===== src/rtl/video_timing_pkg.sv =====
// Shared timing defaults, pattern selector and FSM encodings for the video timing source.
package video_timing_pkg;

    // 640x480@60 raster defaults
    localparam int unsigned DEF_H_ACTIVE = 640;
    localparam int unsigned DEF_H_FP     = 16;
    localparam int unsigned DEF_H_SYNC   = 96;
    localparam int unsigned DEF_H_BP     = 48;
    localparam int unsigned DEF_V_ACTIVE = 480;
    localparam int unsigned DEF_V_FP     = 10;
    localparam int unsigned DEF_V_SYNC   = 2;
    localparam int unsigned DEF_V_BP     = 33;

    localparam int unsigned DEF_CHK_LOG2 = 5;
    localparam int unsigned DEF_LC_BASE  = 96;
    localparam int unsigned DEF_LC_SHIFT = 3;

    typedef enum logic [1:0] {
        PAT_HRAMP = 2'd0,
        PAT_VRAMP = 2'd1,
        PAT_CHECK = 2'd2,
        PAT_LOWC  = 2'd3
    } pattern_e;

    typedef enum logic [1:0] {
        ST_IDLE  = 2'd0,
        ST_RUN   = 2'd1,
        ST_DRAIN = 2'd2
    } state_e;

endpackage


===== src/rtl/video_pattern_gen.sv =====
// Combinational luma test-pattern source: pixel coordinate and selector in, 8-bit luma out.
module video_pattern_gen
    import video_timing_pkg::*;
#(
    parameter int unsigned XW       = 10,
    parameter int unsigned YW       = 10,
    parameter int unsigned CHK_LOG2 = DEF_CHK_LOG2,
    parameter int unsigned LC_BASE  = DEF_LC_BASE,
    parameter int unsigned LC_SHIFT = DEF_LC_SHIFT
) (
    input  logic [XW-1:0] x_i,
    input  logic [YW-1:0] y_i,
    input  pattern_e      sel_i,
    output logic [7:0]    luma_o
);

    logic       chk_x;
    logic       chk_y;
    logic [5:0] lc_off;

    always_comb begin
        // Shift-then-cast keeps the bit picks legal even when the coordinate is narrower than the pick
        chk_x  = 1'(x_i >> CHK_LOG2);
        chk_y  = 1'(y_i >> CHK_LOG2);
        lc_off = 6'(x_i >> LC_SHIFT);
        luma_o = '0;
        case (sel_i)
            PAT_HRAMP: luma_o = 8'(x_i);
            PAT_VRAMP: luma_o = 8'(y_i);
            PAT_CHECK: luma_o = (chk_x ^ chk_y) ? 8'hFF : 8'h00;
            PAT_LOWC:  luma_o = 8'(LC_BASE) + 8'(lc_off);
            default:   luma_o = '0;
        endcase
    end

endmodule


===== src/rtl/video_timing_gen.sv =====
// Raster timing source: counters, run/drain FSM and registered sync/blank/luma outputs.
module video_timing_gen
    import video_timing_pkg::*;
#(
    parameter int unsigned H_ACTIVE = DEF_H_ACTIVE,
    parameter int unsigned H_FP     = DEF_H_FP,
    // _W suffix keeps the pulse widths distinct from the H_SYNC/V_SYNC port names
    parameter int unsigned H_SYNC_W = DEF_H_SYNC,
    parameter int unsigned H_BP     = DEF_H_BP,
    parameter int unsigned V_ACTIVE = DEF_V_ACTIVE,
    parameter int unsigned V_FP     = DEF_V_FP,
    parameter int unsigned V_SYNC_W = DEF_V_SYNC,
    parameter int unsigned V_BP     = DEF_V_BP,
    parameter int unsigned CHK_LOG2 = DEF_CHK_LOG2,
    parameter int unsigned LC_BASE  = DEF_LC_BASE,
    parameter int unsigned LC_SHIFT = DEF_LC_SHIFT
) (
    input  logic       clk,
    input  logic       rst_n,
    input  logic       i_en,
    input  logic [1:0] i_pattern_sel,
    output logic       H_SYNC,
    output logic       V_SYNC,
    output logic       BLANK,
    output logic [7:0] Y0,
    output logic       o_frame_start,
    output logic       o_busy
);

    localparam int unsigned H_TOTAL  = H_ACTIVE + H_FP + H_SYNC_W + H_BP;
    localparam int unsigned V_TOTAL  = V_ACTIVE + V_FP + V_SYNC_W + V_BP;
    localparam int unsigned HW       = $clog2(H_TOTAL);
    localparam int unsigned VW       = $clog2(V_TOTAL);
    localparam int unsigned HS_START = H_ACTIVE + H_FP;
    localparam int unsigned HS_END   = HS_START + H_SYNC_W;
    localparam int unsigned VS_START = V_ACTIVE + V_FP;
    localparam int unsigned VS_END   = VS_START + V_SYNC_W;

    state_e        state_q, state_d;
    pattern_e      pat_q, pat_d, pat_use;
    logic [HW-1:0] h_q, h_d;
    logic [VW-1:0] v_q, v_d;
    logic          hsync_q, hsync_d;
    logic          vsync_q, vsync_d;
    logic          blank_q, blank_d;
    logic [7:0]    y_q, y_d;
    logic          fs_q, fs_d;
    logic          busy_q, busy_d;

    logic          running;
    logic          at_origin;
    logic          line_end;
    logic          frame_end;
    logic [7:0]    luma;

    video_pattern_gen #(
        .XW       (HW),
        .YW       (VW),
        .CHK_LOG2 (CHK_LOG2),
        .LC_BASE  (LC_BASE),
        .LC_SHIFT (LC_SHIFT)
    ) u_pattern (
        .x_i    (h_q),
        .y_i    (v_q),
        .sel_i  (pat_use),
        .luma_o (luma)
    );

    always_comb begin
        running   = (state_q != ST_IDLE);
        at_origin = (h_q == '0) && (v_q == '0);
        line_end  = (32'(h_q) == H_TOTAL - 1);
        frame_end = line_end && (32'(v_q) == V_TOTAL - 1);
        // The selector sampled at (0,0) must already drive that first pixel
        pat_use   = (state_q == ST_RUN && at_origin) ? pattern_e'(i_pattern_sel) : pat_q;

        state_d = state_q;
        pat_d   = pat_q;
        case (state_q)
            ST_IDLE: begin
                if (i_en) begin
                    state_d = ST_RUN;
                    pat_d   = pattern_e'(i_pattern_sel);
                end
            end
            ST_RUN: begin
                pat_d = pat_use;
                if (!i_en) state_d = ST_DRAIN;
            end
            ST_DRAIN: begin
                if (i_en)           state_d = ST_RUN;
                else if (frame_end) state_d = ST_IDLE;
            end
            default: state_d = ST_IDLE;
        endcase

        h_d = h_q;
        v_d = v_q;
        if (running) begin
            if (line_end) begin
                h_d = '0;
                v_d = frame_end ? '0 : v_q + VW'(1);
            end else begin
                h_d = h_q + HW'(1);
            end
        end

        hsync_d = !(running && 32'(h_q) >= HS_START && 32'(h_q) < HS_END);
        vsync_d = !(running && 32'(v_q) >= VS_START && 32'(v_q) < VS_END);
        blank_d = running && (32'(h_q) < H_ACTIVE) && (32'(v_q) < V_ACTIVE);
        y_d     = blank_d ? luma : '0;
        fs_d    = running && at_origin;
        busy_d  = (state_d != ST_IDLE);
    end

    always_ff @(posedge clk) begin
        if (!rst_n) begin
            state_q <= ST_IDLE;
            pat_q   <= PAT_HRAMP;
            h_q     <= '0;
            v_q     <= '0;
            hsync_q <= 1'b1;
            vsync_q <= 1'b1;
            blank_q <= 1'b0;
            y_q     <= '0;
            fs_q    <= 1'b0;
            busy_q  <= 1'b0;
        end else begin
            state_q <= state_d;
            pat_q   <= pat_d;
            h_q     <= h_d;
            v_q     <= v_d;
            hsync_q <= hsync_d;
            vsync_q <= vsync_d;
            blank_q <= blank_d;
            y_q     <= y_d;
            fs_q    <= fs_d;
            busy_q  <= busy_d;
        end
    end

    assign H_SYNC        = hsync_q;
    assign V_SYNC        = vsync_q;
    assign BLANK         = blank_q;
    assign Y0            = y_q;
    assign o_frame_start = fs_q;
    assign o_busy        = busy_q;

endmodule


===== config.mk =====
export PLATFORM = sky130hd
export DESIGN_NAME = video_timing_gen
export DESIGN_NICKNAME = d
export VERILOG_FILES = /design/src/rtl/video_timing_pkg.sv /design/src/rtl/video_pattern_gen.sv /design/src/rtl/video_timing_gen.sv
export SDC_FILE = /design/constraint.sdc
export NUM_CORES = 1
export LEC_CHECK = 0
export CAP_MARGIN = 20
export CORE_MARGIN = 1.5
export CORE_UTILIZATION = 40
export CTS_CLUSTER_DIAMETER = 100
export DETAILED_ROUTE_END_ITERATION = 8
export SYNTH_ARGS = -nofsm -noshare
export SYNTH_HDL_FRONTEND = slang
export SYNTH_SLANG_ARGS = --single-unit

===== constraint.sdc =====
create_clock -name clk -period 1.9 [get_ports clk]
set_clock_uncertainty 0.15 [all_clocks]
set_input_delay 0.285 -clock clk [delete_from_list [all_inputs] [get_ports clk]]
set_output_delay 0.285 -clock clk [all_outputs]
set_load 0.01 [all_outputs]

## Word-level counts from Yosys, hierarchy flattened

Cells that the tools add are included.

- Input port bits: 5
- Logic and storage cells: 62
- Register bits after elaboration: 37

- $add $sub $neg: 3
- Bitwise gates (word level): 1
- Muxes and demuxes: 12
- Eq/ne operators: 8
- Reductions and logical operators: 22
- $lt $le $gt $ge: 6

Operators with widths:

| cell | number |
|---|---|
| $pmux 8 s4 | 1 |
| $add 10x1->10 const B | 2 |
| $eq 10x10->1 const B | 2 |
| $logic_not 10->1 | 2 |
| $lt 10x10->1 const B | 2 |
| $lt 10x9->1 const B | 2 |
| $mux 10 | 2 |
| $mux 2 | 6 |
| $ge 10x10->1 const B | 1 |
| $ge 10x9->1 const B | 1 |
| $logic_and 1x1->1 | 10 |
| $add 7x6->8 const A | 1 |
| $mux 8 | 1 |
| $eq 2x2->1 const B | 3 |
| $pmux 2 s3 | 1 |
| $reduce_and 2->1 | 3 |
| $reduce_bool 2->1 | 3 |
| $eq 2x1->1 const B | 2 |
| $logic_not 2->1 | 2 |
| $pmux 2 s2 | 1 |
| $logic_not 1->1 | 2 |
| $ne 2x2->1 const B | 1 |
| $xor 1x1->1 | 1 |

## Longest topological paths before layout

- Word-level depth: 6
- Depth in mapped cells: 9

## Cells and area by module

From an unflattened synthesis, not the netlist that was laid out.

- Cells, all modules: 224
- Area, all modules: 2,031.9 um^2

Modules (own cells, without submodules):

| module | instances | cells each | area each (um^2) | seq. area each (um^2) |
|---|---|---|---|---|
| video_timing_gen | 1 | 189 | 1,759.2 | 740.7 |
| video_pattern_gen | 1 | 35 | 272.8 | 0.0 |

## Worst setup path before layout

Ideal clock, no wire load.

- Path type: register to register
- Start point: register v_q[0]
- End point: register y_q[0], in the netlist Y0[0]
- Buffers on the path: 0
- Data arrival time: 1,727 ps
- Setup time: 123 ps
- Stages on the path, launching flop included: 9
- Slack: -100 ps
- Path through: dfxtp_1 > inv_1 > ha_1 > nor4b_4 > nand4_2 > nor2_4 > mux2_2 > a221oi_1 > nor2_1

- Cells in the longest elaborated chain, start to end: 6
- Elaborated cells on any way between the ends: 12

Ends and longest elaborated chain:

| element | line | source |
|---|---|---|
| start: declaration | video_timing_gen.sv:42 | `logic [VW-1:0] v_q, v_d;` |
| start signal: assignment | video_timing_gen.sv:132 | `v_q <= v_d;` |
| $logic_not 10->1 | video_timing_gen.sv:71 | `at_origin = (h_q == '0) && (v_q == '0);` |
| $logic_and 1x1->1 | video_timing_gen.sv:71 |  |
| $logic_and 1x1->1 | video_timing_gen.sv:75 | `pat_use = (state_q == ST_RUN && at_origin) ? pattern_e'(i_pattern_sel) : pat_q;` |
| $mux 2 | video_timing_gen.sv:75 |  |
| $eq 2x2->1 (tied with other cells) | video_pattern_gen.sv:27 | `case (sel_i)` |
| $pmux 8 s4 | video_pattern_gen.sv:27 |  |
| end signal: assignment | video_timing_gen.sv:136 | `y_q <= y_d;` |
| end: declaration | video_timing_gen.sv:46 | `logic [7:0] y_q, y_d;` |

Several ways; a longest one is shown, not always the timed one.
A chain may end at the register's enable or synchronous reset.

## Worst setup path in the final report

- Start point: register v_q[0]
- End point: register y_q[1], in the netlist Y0[1]

The elaborated chain is that of the path after synthesis.

==> out/qor.yml <==
syn_avg_cell_area_um2: 8.57
vias: 1845
critPathArrivalTime_ps: 2120
grt.overflow.total: 0
numCtsBuffers: 5
fmax_mhz: 478
min_path_cells: 3
drt-initial-drc-count: 127
numPortBuffers: 17
yosysWarnings: 0
rsz0062_at_grt: "yes"
die_h_um: 72.0
placed_cell_area_mm2: 0.00251
fin_ws_ps: -194
final_cells: 344
syn_nets: 232
violations: "setup timing"
first_pass_iters: 6
diodes: 0
routed_wl_mm: 5.05
worstMarginPinSlew_ps: 533
clk_latency_ps: 290
core_mm2: 0.00447
viasPerCell: 5.36
grt_pass1_vias: 1743
slew_headroom_pct: 64.1
use_met3_pct: 4.31
min_period_over_period_pct: 110
die_x_um: 72.0
total_leakage_power_uw: 0.00115
post-route-min-period_ps: 2090
end_kind: "flip-flop"
status: "finished with violations"
crit_fanout: 6
drcViolationCount: 0
mappedNetlistArea_mm2: 0.00190
vdd_ir_drop_max_uv: 358
grt_start_max_net_pins: 12
cts.htree.levels: 2
ys_seq_area_share_pct: 38.9
cts_root_buf: "clkbuf_8"
grt.total_usage_pct: 21.1
gp_congestion: 0.918
synth.distinct_cells: 44
path_clk_slew_ps: 70
fin_area_mm2: 0.00276
layout_commonest_cell: "buf_4"
start_kind: "flip-flop"
fin_util_pct: 61.7
drive_gt1_share_pct: 32.5
initial_utilization_pct: 42.5
synth_edf_count: 0
cts_tree: "built"
grt_pass1_wl_mm: 8.38
ant_nets: 0
rows: 24
ys_ff_latch: 37
drv_cap: 0
nets: 301
antenna_found_initial: 0
use_met1_pct: 27.5
worst_hold_path_type: "flip-flop to flip-flop"
grtUsageMet2_pct: 34.9
clock-sinks: 37
final_max_slew_viol_count: 0
final_cell_mix: "buf_4, dfxtp_1, nand2_1, nor2_1, clkdlybuf4s50_1"
async_flop_share_pct: 0
power_density_mw_per_mm2: 598
holdWs_ps: 383
path_class: "flip-flop to flip-flop"
r2r_slack_ps: -190
syn_to_final_growth_pct: 45.1
hold_viol: 0
busiest_layer: "met2"
setup_violations: 11
wire_per_inst_um: 14.7
synth_ff_type: "dfxtp_1"
hold_buffers: 0
clockBufferDepth: 2
cp.required_ps: 1920
synthCells: 222
boundaryPins: 18
rr_worst_depth: 8
dp_hpwl_mm: 3.68
numPlacedInstances: 330
power_uw: 1650
die_area_mm2: 0.00518
-- state kept, by name (all words and copies together) (netlist names) --
signal         flops
H_SYNC             1
V_SYNC             1
o_frame_start      1
state_q            2
BLANK              1
Y0                 8
o_busy             1
pat_q              2
v_q               10
h_q               10
-- worst paths after layout --
check	from	to
min reg2reg	h_q[9]	o_frame_start
max	v_q[0]	Y0[1]
max reg2reg	v_q[0]	Y0[1]
min	h_q[9]	o_frame_start
-- synthesized netlist by cell type (5+ instances only) --
library cell,n,area share [%]
nor2_1,25,4.9
inv_1,6,1.2
nand3_1,6,1.6
mux2i_1,5,2.6
nand4_1,5,1.6
xor2_1,13,6.0
nand2_1,25,4.9
o21ai_0,15,3.9
dfxtp_1,37,39
a21oi_1,17,4.5
and3_1,8,2.6
ha_1,5,3.3
-- power breakdown --
group	leakage, uW	internal, uW	switching (uW)	total (uW)
sequential	0.000303	797	17.0	814
combinational	0.000802	163	141	303
clock	0.0000450	254	280	534
-- final cells by class --
cell class / count / area (um2)
clock inverter: 2 / 10.0
fill: 399 / 1710
tap: 52 / 65.1
sequential: 37 / 747
timing repair buffer: 75 / 654
inverter: 6 / 22.5
multi-input combinational: 166 / 1190
clock buffer: 6 / 72.6
-- worst max-delay path, stage by stage, from the launching register on --
cell      delay, ps
dfxtp_2         330
inv_2            70
ha_4            120
nor4b_4         220
nand4_2         180
nor2_4          230
mux2_4          360
a221oi_1        230
nor2_1           90
-- stage by stage --
| step | TNS, ps | worst slack [ps] |
|---|---|---|
| detailed placement | -1210 | -142 |
| global route | -2850 | -318 |
| global placement | -1020 | -127 |
| CTS | -1120 | -159 |
| floorplan | -6.29 | -2.69 |
| finish | -1570 | -194 |
-- cells by family after synthesis --
| group | after synthesis | synth area share (%) |
|---|---|---|
| multiplexers | 7 | 3.94 |
| AND/OR/NAND/NOR | 93 | 27.0 |
| buffers and inverters | 19 | 5.39 |
| XOR/XNOR | 17 | 7.82 |
| flip-flops | 37 | 38.9 |
| adder cells (fa/ha/maj) | 5 | 3.29 |
| AO/OA/AOI/OAI | 44 | 13.6 |
-- per-layer routing --
layer / vias to the layer above / share of wire (%)
li1: 918 / -
met1: 865 / 45
met2: 47 / 48
met3: 15 / 4.6
met4: 0 / 2.9
met5: - / 0
-- repair_timing --
item / in CTS / in global routing
pin swaps: 6 / 6
setup buffers: 3 / 4
setup endpoints to repair: 11 / 15
gates cloned: 1 / 0
gates resized for setup: 20 / 8
No activity file was read; power rests on OpenSTA's default activity.
